## config.mk

```make
export PLATFORM = sky130hd
export DESIGN_NAME = e1b_code_loader
export DESIGN_NICKNAME = d
export VERILOG_FILES = /design/src/rtl/e1b_code_loader.sv
export SDC_FILE = /design/constraint.sdc
export NUM_CORES = 1
export LEC_CHECK = 0
export BUFFER_PORTS_ARGS = -buffer_cell sky130_fd_sc_hd__buf_2
export CAP_MARGIN = 20
export CORE_ASPECT_RATIO = 2
export CORE_MARGIN = 2
export CORE_UTILIZATION = 37
export CTS_CLUSTER_DIAMETER = 100
export DETAILED_ROUTE_END_ITERATION = 16
export GPL_TIMING_DRIVEN = 0
export PLACE_DENSITY = 0.59
export SLEW_MARGIN = 20
export SYNTH_ARGS = -nofsm -noshare
export SYNTH_HDL_FRONTEND = slang
export SYNTH_SLANG_ARGS = --single-unit
```

## constraint.sdc

```tcl
create_clock -name clk -period 5.2 [get_ports clk]
set_input_delay 1.04 -clock clk [delete_from_list [all_inputs] [get_ports clk]]
set_output_delay 1.04 -clock clk [all_outputs]
set_load 0.005 [all_outputs]
```

## src/rtl/e1b_code_loader.sv

```systemverilog
// E1B spreading-code loader: copies a streamed code of len words into BRAM,
// tracking an XOR checksum and flagging bad lengths or aborted loads.
module e1b_code_loader #(
    parameter int E1B_CODELEN  = 4092,
    parameter int E1B_CODEBITS = 12,
    parameter int DATA_W       = 12
) (
    input  logic                    clk,
    input  logic                    rst,
    input  logic                    start,
    input  logic                    abort,
    input  logic [E1B_CODEBITS-1:0] len,
    input  logic                    s_valid,
    input  logic [DATA_W-1:0]       s_data,
    output logic                    s_ready,
    output logic                    mem_we,
    output logic [E1B_CODEBITS-1:0] mem_addr,
    output logic [DATA_W-1:0]       mem_din,
    output logic                    busy,
    output logic                    done,
    output logic                    err,
    output logic                    code_valid,
    output logic [DATA_W-1:0]       chk
);

    typedef enum logic [1:0] {
        IDLE,
        LOAD,
        DONE
    } state_t;

    localparam logic [31:0] CODELEN_U = E1B_CODELEN;

    state_t                  state;
    logic [E1B_CODEBITS-1:0] count;
    logic [E1B_CODEBITS-1:0] last_idx;
    logic                    len_ok;
    logic                    xfer;

    assign len_ok  = (len != '0) && (32'(len) <= CODELEN_U);
    // Abort and reset both close the stream in the same cycle they are seen.
    assign s_ready = (state == LOAD) && !abort && !rst;
    assign xfer    = s_valid && s_ready;

    always_ff @(posedge clk) begin
        if (rst) begin
            state      <= IDLE;
            count      <= '0;
            last_idx   <= '0;
            mem_we     <= 1'b0;
            mem_addr   <= '0;
            mem_din    <= '0;
            busy       <= 1'b0;
            done       <= 1'b0;
            err        <= 1'b0;
            code_valid <= 1'b0;
            chk        <= '0;
        end else begin
            mem_we <= xfer;
            done   <= 1'b0;
            if (xfer) begin
                mem_addr <= count;
                mem_din  <= s_data;
                chk      <= chk ^ s_data;
            end

            case (state)
                IDLE: begin
                    if (start) begin
                        code_valid <= 1'b0;
                        if (len_ok) begin
                            last_idx <= len - E1B_CODEBITS'(1);
                            count    <= '0;
                            chk      <= '0;
                            err      <= 1'b0;
                            busy     <= 1'b1;
                            state    <= LOAD;
                        end else begin
                            err <= 1'b1;
                        end
                    end
                end
                LOAD: begin
                    if (abort) begin
                        err        <= 1'b1;
                        code_valid <= 1'b0;
                        busy       <= 1'b0;
                        state      <= IDLE;
                    end else if (xfer) begin
                        // count parks on the last index so it never passes len-1
                        if (count == last_idx) begin
                            busy  <= 1'b0;
                            done  <= 1'b1;
                            state <= DONE;
                        end else begin
                            count <= count + E1B_CODEBITS'(1);
                        end
                    end
                end
                DONE: begin
                    code_valid <= 1'b1;
                    state      <= IDLE;
                end
                default: begin
                    busy  <= 1'b0;
                    state <= IDLE;
                end
            endcase
        end
    end

endmodule

```

==> metrics.cfg, run 1 <==
[status]
status=complete, no violations

[die]
die_w_um=67.7
dieArea_um2=8900
start_util_pct=38.1
io_pins=71
rows=46
die_height_um=131
core-area_um2=7890

[power]
sequentialPowerShare_pct=39.7
ir_worst_vdd_v=0.000218
internal_power_mw=1.05
sw_frac_of_total_pct=22.4
powerDensity_nw_per_um2=354
switchingPower_mw=0.303
pwr-share-clk_pct=52.6
power_frac_comb_pct=7.7
p_leak_nw=1.64

[route]
drtAntennaViolNets=0
dr.pass1.iters=4
post-route-drc-count=0
via_count=2655
routed_wl_mm=7.94
dr.first_iter.drc_count=101
wire_per_inst_um=15.3
vias_per_cell=5.11

[setup_path]
criticalPathCategory=input pin to output port
cpLargestDelayFamily=buffers and inverters
crit_slowest_cell=or3b_1
path_cells=buf_4, or3b_1, buf_2, nor2_4, buf_2
max_stage_delay_ns=0.35
critPathBufInv=3
worstSetupStartpointType=input pin
arrival_ns=2.00
cp_common_cell=buf_2
rr_worst_depth=7
crit_cells=5
end_kind=output port
worstPathRequired_ns=4.16
worstPathMaxFanout=10

[timing]
max_freq_mhz=329
drv_slew=0
finalCritPeriodShare_pct=58.5
skew_ns=0.00478
hold_viol=0
relSlewSlack_pct=51.5
grt_setup_unrepaired=no
fin_crit_ns=3.04
fin_tns_setup_ns=0
tightest_slew_ns=0.724
setup_viol=0

[clock_tree]
clk_latency_ns=0.33
cts_tree=done
h-tree-depth=3
cts-resized-gates=0
post_cts_buffers=0
ctsHoldBuffers=0
cts_made_buffers=9
clk_path_buf_depth=2
clkSlewWorstSetupHoldPaths_ns=0.05
root_buffer=clkbuf_16
clock_sinks=67

[logic_synthesis]
synth_ff_type=dfxtp_1
ys_warn_count=0
async_flop_share_pct=0
syn-num-nets=371
yosysTopAreaCell=dfxtp_1
syn_avg_cell_area_um2=8.87
synth_top_area_share_pct=44.6
yosysUniqueCellTypes=53
synth_area_leaders=dfxtp_1 45%, xor2_1 7.9%, nand2_1 6.7%
ys_ff_latch=67
ys_seq_area_share_pct=44.6
syn_area_um2=3010
synthCells=339
synth-edff-count=0

[placed_design]
place_congestion=0.877
portBuffers=69
dp_hpwl_mm=6.15
dp_cells=504

[worst_hold_path]
holdPathStages=2
worstHoldPathType=register to register

[job]
cap_viol_max_count=0

[finish]
area_growth_pct=27.2
n_antenna_cell=0
final_cells=520
drive_above_1_share_pct=29.0
final_net_count=451
n_fill_cell=789

[global_route]
grt_remaining_overflow=0
grt_pass1_wl_mm=13.2
antenna_found_initial=0
grt_max_degree=13
grt_pass1_vias=2776
grt.total_usage_pct=19.8

[power groups by stage]
| stage | logic, mW | clock network, mW | registers, mW |
|---|---|---|---|
| 2_1_floorplan | 0.0664 | 0 | 0.545 |
| 3_3_place_gp | 0.104 | 0 | 0.548 |
| 3_5_place_dp | 0.105 | 0 | 0.548 |
| 4_1_cts | 0.106 | 0.718 | 0.537 |
| 5_1_grt | 0.116 | 0.738 | 0.538 |
| 6_report | 0.104 | 0.711 | 0.536 |
[cells by family after synthesis]
family	after synthesis	share of synthesized area (%)
buffers and inverters	28	4.33
muxes	2	0.749
xor gates and xnor gates	33	9.62
and+or+nand+nor	130	20.9
adders and majority gates	3	1.25
DFF	67	44.6
AOI/OAI and AO/OA	76	18.5
[layout make-up]
class	instances	area (µm²)	share of cell area (%)
Buffer	21	103	2.68
Clock buffer	10	239	6.25
Clock inverter	6	113	2.95
Inverter	7	27.5	0.720
Multi-Input combinational cell	244	1530	40.1
Sequential cell	67	1340	35.1
Tap cell	96	120	3.14
Timing Repair Buffer	69	345	9.03
[cell usage after synthesis, drive strengths merged (3+ instances only)]
cell	instances
dfxtp	67
nand2	55
a211oi	12
nor2	38
a21oi	19
nand3	5
and3	6
inv	6
o21ai	18
nand4	3
nor4	5
buf	10
clkbuf	11
o21a	4
xor2	27
ha	3
nor3	5
xnor2	6
a31oi	11
[path summary, 6_finish.rpt]
check	slack (ns)	start	to
max	2.16	rst	s_ready
min	0.45	mem_addr[8]$_SDFFE_PP0N_	mem_addr[8]$_SDFFE_PP0N_
max reg2reg	3.05	count[7]$_SDFFE_PP0P_	count[8]$_SDFFE_PP0P_
min reg2reg	0.45	mem_addr[8]$_SDFFE_PP0N_	mem_addr[8]$_SDFFE_PP0N_
[stage by stage]
stage	hold slack [ns]	util, %	cell area (µm²)	total power [mW]	setup slack, ns
5_1_grt	0.473	48.5	3820	1.39	2.12
4_1_cts	0.456	48.5	3820	1.36	2.15
2_1_floorplan	0.452	-	3010	0.612	2.36
3_3_place_gp	0.441	44.0	3470	0.651	2.16
3_5_place_dp	0.447	44.0	3470	0.653	2.15
6_report	0.450	48.5	3820	1.35	2.16
[flip-flops by register name, indices dropped and copies added (netlist names)]
signal      cells
code_valid      1
last_idx       12
mem_we          1
state           2
count          12
mem_din        12
chk            12
mem_addr       12
busy            1
err             1
done            1
[metal layers]
metal / wire (µm) / vias to the layer above / track usage, % / part of all wire, %
li1: - / 1332 / - / -
met1: 2780 / 1242 / 18.8 / 35
met2: 4630 / 61 / 36.7 / 58
met3: 277 / 20 / 4.71 / 3.5
met4: 248 / 0 / 10.3 / 3.1
met5: 0 / - / 0 / 0
[cell usage in the layout, fill, tap and decap left out, types with 2 or more instances in the layout]
| cell type | instances |
|---|---|
| a211o_1 | 2 |
| a211oi_2 | 11 |
| a21oi_1 | 18 |
| a31oi_1 | 11 |
| and3_1 | 6 |
| buf_2 | 76 |
| buf_4 | 2 |
| bufinv_16 | 3 |
| clkbuf_1 | 11 |
| clkbuf_16 | 9 |
| clkinvlp_4 | 3 |
| dfxtp_1 | 67 |
| ha_1 | 3 |
| inv_1 | 6 |
| mux2_2 | 2 |
| nand2_1 | 54 |
| nand2b_1 | 2 |
| nand3_1 | 5 |
| nand4_1 | 3 |
| nor2_1 | 37 |
| nor3_1 | 4 |
| nor4_1 | 3 |
| o21a_1 | 4 |
| o21ai_0 | 17 |
| or4_4 | 2 |
| xnor2_1 | 6 |
| xor2_1 | 27 |
[tightest hold or removal path, stage by stage, from the launching register on]
cell	delay [ns]
dfxtp_1	0.30
nand2_1	0.05
o21ai_0	0.05
(Power assumes the default switching activity.)
==> inputs of run 2 (changes only) <==
Settings changed: PLACE_DENSITY 0.59 to 0.61.
Clock period 5.2 ns to 2.6 ns, I/O delays scaled along.
==> run 2 against run 1 <==
First-iteration DRC count decreased by 18%. Clock skew about the same. Combinational power grew 100%. Clock power rose by 97%. Flip-flop and latch count unchanged. Setup slack worse by 1.7 ns. Critical path depth up 2. Sequential power rose by 100%. Cell area decreased by 0.26%. Die area stayed put.
==> metrics.cfg, run 2 (synthesis results as in run 1) <==
[die]
dieArea_um2=8900  ; unchanged
core-area_um2=7890  ; unchanged
rows=46  ; unchanged
start_util_pct=38.1  ; unchanged
die_height_um=131  ; unchanged
io_pins=71  ; unchanged
die_w_um=67.7  ; unchanged

[timing]
max_freq_mhz=465
relSlewSlack_pct=51.0  ; -0.44 points
grt_setup_unrepaired=no
fin_crit_ns=2.15
tightest_slew_ns=0.735  ; +0.0109 ns
fin_tns_setup_ns=0  ; unchanged
finalCritPeriodShare_pct=82.7
drv_slew=0  ; unchanged
setup_viol=0  ; unchanged
skew_ns=0.00506  ; +0.000285 ns
hold_viol=0  ; unchanged

[clock_tree]
post_cts_buffers=0  ; unchanged
ctsHoldBuffers=0  ; unchanged
clk_path_buf_depth=2  ; unchanged
cts_tree=done
clk_latency_ns=0.34  ; about the same
h-tree-depth=3  ; unchanged
clock_sinks=67  ; unchanged
cts_made_buffers=9  ; unchanged
clkSlewWorstSetupHoldPaths_ns=0.06  ; about the same
cts-resized-gates=0  ; unchanged
root_buffer=clkbuf_16

[route]
drtAntennaViolNets=0  ; unchanged
wire_per_inst_um=15.4  ; +1.1%
dr.pass1.iters=4  ; unchanged
vias_per_cell=5.15  ; +0.94%
post-route-drc-count=0  ; unchanged
dr.first_iter.drc_count=83  ; -18%
routed_wl_mm=8.03  ; +1.1%
via_count=2680  ; +0.94%

[placed_design]
dp_hpwl_mm=6.13  ; -0.31%
placed_cell_area_um2=3470  ; unchanged
dp_cells=504  ; unchanged
place_congestion=0.838  ; -4.5%
portBuffers=69  ; unchanged

[power]
ir_worst_vdd_v=0.000649  ; +200%
powerDensity_nw_per_um2=703  ; +99%
p_leak_nw=1.64  ; +0.27%

[finish]
layout_common_cells=76 x buf_2, 67 x dfxtp_1, 54 x nand2_1
area_growth_pct=26.9
utilization_pct=48.3  ; -0.13 points
final_net_count=451  ; unchanged
regArea_um2=1340  ; unchanged
fin_area_um2=3810  ; -0.26%
multiInputGateArea_um2=1530  ; unchanged
n_fill_cell=764  ; -3.2%
drive_above_1_share_pct=29.0  ; unchanged
n_antenna_cell=0  ; unchanged
final_cells=520  ; unchanged
layout_commonest_cell=buf_2

[setup_path]
max_stage_delay_ns=0.36  ; about the same
rrSetupSlack_ns=0.45  ; -2.60 ns
end_kind=register
arrival_ns=2.37  ; +0.37 ns
regToRegEndpoint=count[8]$_SDFFE_PP0P_
cpLargestDelayFamily=buffers and inverters
path_cells=clkbuf_1, xor2_1, nor4_1, nand3_1, buf_2, a32oi_1, o21ai_1
r2r-start=count[7]$_SDFFE_PP0P_
crit_slowest_cell=clkbuf_1
rr_worst_depth=7  ; unchanged
criticalPathCategory=register to register
worstSetupStartpointType=register
worstPathMaxFanout=10  ; unchanged
critPathBufInv=2  ; -1
worstPathRequired_ns=2.82  ; -1.34 ns

[worst_hold_path]
min_from=len[0]
holdPathStages=2  ; unchanged
worstHoldPathType=input pin to register
holdPathEnd=last_idx[0]$_SDFFE_PP0P_

[global_route]
grt_pass1_wl_mm=13.3  ; +0.58%
antenna_found_initial=0  ; unchanged
grt.total_usage_pct=19.8  ; about the same
grt_pass1_vias=2744  ; -1.2%
grt_max_degree=13  ; unchanged
grt_remaining_overflow=0  ; unchanged

[job]
cap_viol_max_count=0  ; unchanged

[status]
status=complete, no violations

run 2: cell count changes in the layout (fill, tap and decap cells not counted), sizes merged:
cell	delta
clkbuf	-1
clkinv	+3
clkinvlp	-2
run 2: power by group:
part	internal (mW)	switching, mW	total (mW)
registers	1.05	0.0194	1.07
logic	0.0833	0.125	0.208
clock network	0.934	0.465	1.40
run 2: worst reg2reg max path, delay by kind of cell (launching register included):
| kind | cells | cell delay (ns) |
|---|---|---|
| flip-flops | 1 | 0.31 |
| XOR/XNOR | 1 | 0.13 |
| AO/OA/AOI/OAI | 2 | 0.31 |
| buffers and inverters | 2 | 0.68 |
| AND/OR/NAND/NOR | 2 | 0.62 |
run 2: metal layers:
metal	up-vias	global-route usage [%]	part of all wire [%]
li1	1334	-	-
met1	1250	20.2	35
met2	76	35.8	57
met3	20	4.20	4.4
met4	0	9.75	3.4
met5	-	0	0
run 2: area by class of cell:
| cell class | instances | share of cell area (%) |
|---|---|---|
| Buffer | 21 | 2.69 |
| Clock buffer | 9 | 5.91 |
| Clock inverter | 7 | 3.05 |
| Inverter | 7 | 0.722 |
| Multi-Input combinational cell | 244 | 40.2 |
| Sequential cell | 67 | 35.2 |
| Tap cell | 96 | 3.15 |
| Timing Repair Buffer | 69 | 9.06 |
run 2: how the worst max path moves through the flow:
stage,start,depth (start not counted),slack [ns],to
after global placement,len[0],8,0.09,chk[6]$_SDFF_PP0_
after detailed placement,len[0],8,0.08,chk[8]$_SDFF_PP0_
after floorplan,rst,9,0.59,count[5]$_SDFFE_PP0P_
final,count[7]$_SDFFE_PP0P_,7,0.45,count[8]$_SDFFE_PP0P_
after global routing,count[7]$_SDFFE_PP0P_,7,0.21,busy$_SDFFE_PP0P_
after CTS,len[0],8,0.44,chk[7]$_SDFF_PP0_
run 2: through the flow:
stage	power [mW]	hold slack (ns)	setup WS, ns
2_1_floorplan	1.22	0.452	0.588
4_1_cts	2.71	0.389	0.438
3_5_place_dp	1.30	0.445	0.0796
3_3_place_gp	1.30	0.441	0.0902
6_report	2.68	0.402	0.450
5_1_grt	2.77	0.400	0.211
==> inputs of run 3 (changes only) <==
Settings changed: PLACE_DENSITY 0.61 to 0.59.
Clock period 2.6 ns to 2.2 ns, I/O delays scaled along.
==> run 3 against run 2 <==
Hold slack worse by 0.073 ns. Non-clock buffer count is 1 lower. Sequential share of layout area is 0.16 points lower. First-iteration DRC count is 7.2% higher. Setup slack worse by 0.31 ns. Utilization is 0.27 points higher. Wire length is 0.85% lower. Total power is 19% higher. Fmax is 4.2% higher. Flip-flop and latch count stayed put. Via count is 0.86% lower. Cell area is 0.56% higher. Largest power group unchanged.
==> metrics.cfg, run 3 (synthesis results as in run 1) <==
[timing]
skew_ns=0.00517  ; +0.000105 ns
drv_slew=0  ; unchanged
max_freq_mhz=485  ; +4.2%
fin_tns_setup_ns=0  ; unchanged
hold_viol=0  ; unchanged
relSlewSlack_pct=54.3  ; +3.3 points
setup_viol=0  ; unchanged
grt_setup_unrepaired=yes
tightest_slew_ns=0.686  ; -0.0488 ns
whs_ns=0.328  ; -0.0733 ns
finalCritPeriodShare_pct=93.7  ; +11 points
setup_slack_ns=0.138  ; -0.312 ns
fin_crit_ns=2.06  ; -0.0876 ns

[global_route]
use_met2_pct=36.7  ; +0.82 points
grt_pass1_vias=2776  ; +1.2%
grt.total_usage_pct=19.8  ; about the same
grt_pass1_wl_mm=13.2  ; -0.57%
grt_remaining_overflow=0  ; unchanged
grt_max_degree=13  ; unchanged
grt_util_met3_pct=4.71  ; +0.51 points
grt_use_met1_pct=18.8  ; -1.5 points
antenna_found_initial=0  ; unchanged
grt_busiest_layer=met2

[placed_design]
dp_cells=504  ; unchanged
place_congestion=0.877  ; +4.7%
dp_hpwl_mm=6.15  ; +0.31%
portBuffers=69  ; unchanged
placed_cell_area_um2=3470  ; unchanged
pre_cts_slack_ns=-0.252  ; -0.331 ns

[clock_tree]
cts_tree=done
clk_path_buf_depth=2  ; unchanged
root_buffer=clkbuf_16
cts_made_buffers=9  ; unchanged
clk_latency_ns=0.34  ; about the same
clkSlewWorstSetupHoldPaths_ns=0.06  ; about the same
h-tree-depth=3  ; unchanged
clock_sinks=67  ; unchanged

[route]
dr.pass1.iters=4  ; unchanged
dr.first_iter.drc_count=89  ; +7.2%
routed_wl_mm=7.96  ; -0.85%
drtAntennaViolNets=0  ; unchanged
vias_per_cell=5.12  ; -0.67%
post-route-drc-count=0  ; unchanged
wire_per_inst_um=15.3  ; -0.66%
via_count=2657  ; -0.86%

[setup_path]
end_kind=register
criticalPathCategory=register to register
worstPathMaxFanout=10  ; unchanged
rrSetupSlack_ns=0.14  ; -0.31 ns
arrival_ns=2.28  ; -0.09 ns
worstSetupStartpointType=register
worstPathRequired_ns=2.42  ; -0.40 ns

[finish]
final_net_count=450  ; -0.22%
layout_commonest_cell=buf_2
area_growth_pct=27.6
utilization_pct=48.6  ; +0.27 points
fin_area_um2=3830  ; +0.56%
drive_above_1_share_pct=29.6  ; +0.54 points
final_cells=519  ; -0.19%
layout_common_cells=76 x buf_2, 66 x dfxtp_1, 54 x nand2_1
n_antenna_cell=0  ; unchanged
n_fill_cell=787  ; +3.0%

[power]
sw_frac_of_total_pct=22.2  ; -0.52 points
powerDensity_nw_per_um2=832  ; +18%
ir_worst_vdd_v=0.000514  ; -21%
pwr-share-clk_pct=52.5  ; +0.3 points
power_frac_comb_pct=7.8  ; about the same
p_leak_nw=1.64  ; -0.24%
total_power_mw=3.19  ; +19%
sequentialPowerShare_pct=39.8  ; -0.2 points
internal_power_mw=2.48  ; +20%
switchingPower_mw=0.709  ; +16%

[die]
core-area_um2=7890  ; unchanged
die_w_um=67.7  ; unchanged
dieArea_um2=8900  ; unchanged
start_util_pct=38.1  ; unchanged
io_pins=71  ; unchanged
die_height_um=131  ; unchanged
rows=46  ; unchanged

[worst_hold_path]
worstHoldPathType=input pin to register

[job]
cap_viol_max_count=0  ; unchanged

[status]
status=complete, no violations

## run 3: power by group through the flow
stage                     combinational [mW]  clock [mW]  sequential (mW)
after detailed placement               0.249           0             1.29
after CTS                              0.251        1.70             1.27
final                                  0.248        1.67             1.27
after global routing                   0.275        1.74             1.27
after floorplan                        0.157           0             1.29
after global placement                 0.245           0             1.29
## run 3: layout make-up
type / instances / area (µm²) / share of cell area (%)
multi-input cells: 244 / 1550 / 40.4
flip-flops and latches: 67 / 1340 / 35.0
repair buffers: 69 / 345 / 9.01
clock buffers: 10 / 239 / 6.23
well taps: 96 / 120 / 3.13
clock inverters: 6 / 113 / 2.94
plain buffers: 20 / 98.8 / 2.58
inverters: 7 / 27.5 / 0.718
## run 3: what timing repair did
action,in CTS,in global routing
setup endpoints to repair,0,18
hold buffers,0,0
resized for setup,0,3
setup buffers,0,0
## run 3: path summary, 6_finish.rpt
kind	startpoint	endpoint	cells after the start
max	count[5]$_SDFFE_PP0P_	count[8]$_SDFFE_PP0P_	7
min	len[0]	last_idx[0]$_SDFFE_PP0P_	2
max reg2reg	count[5]$_SDFFE_PP0P_	count[8]$_SDFFE_PP0P_	7
min reg2reg	mem_addr[8]$_SDFFE_PP0N_	mem_addr[8]$_SDFFE_PP0N_	2
## run 3: critical path, cell delays in order, from the launching register on
cell	delay, ns
dfxtp_1	0.30
clkbuf_1	0.34
xor2_1	0.11
nor4_1	0.25
nand3_1	0.32
buf_2	0.32
a32oi_1	0.22
o21ai_1	0.08
## run 3: layer usage
metal / vias up / wire length, µm
li1: 1331 / -
met1: 1246 / 2800
met2: 60 / 4610
met5: - / 0
met4: 0 / 260
met3: 20 / 277
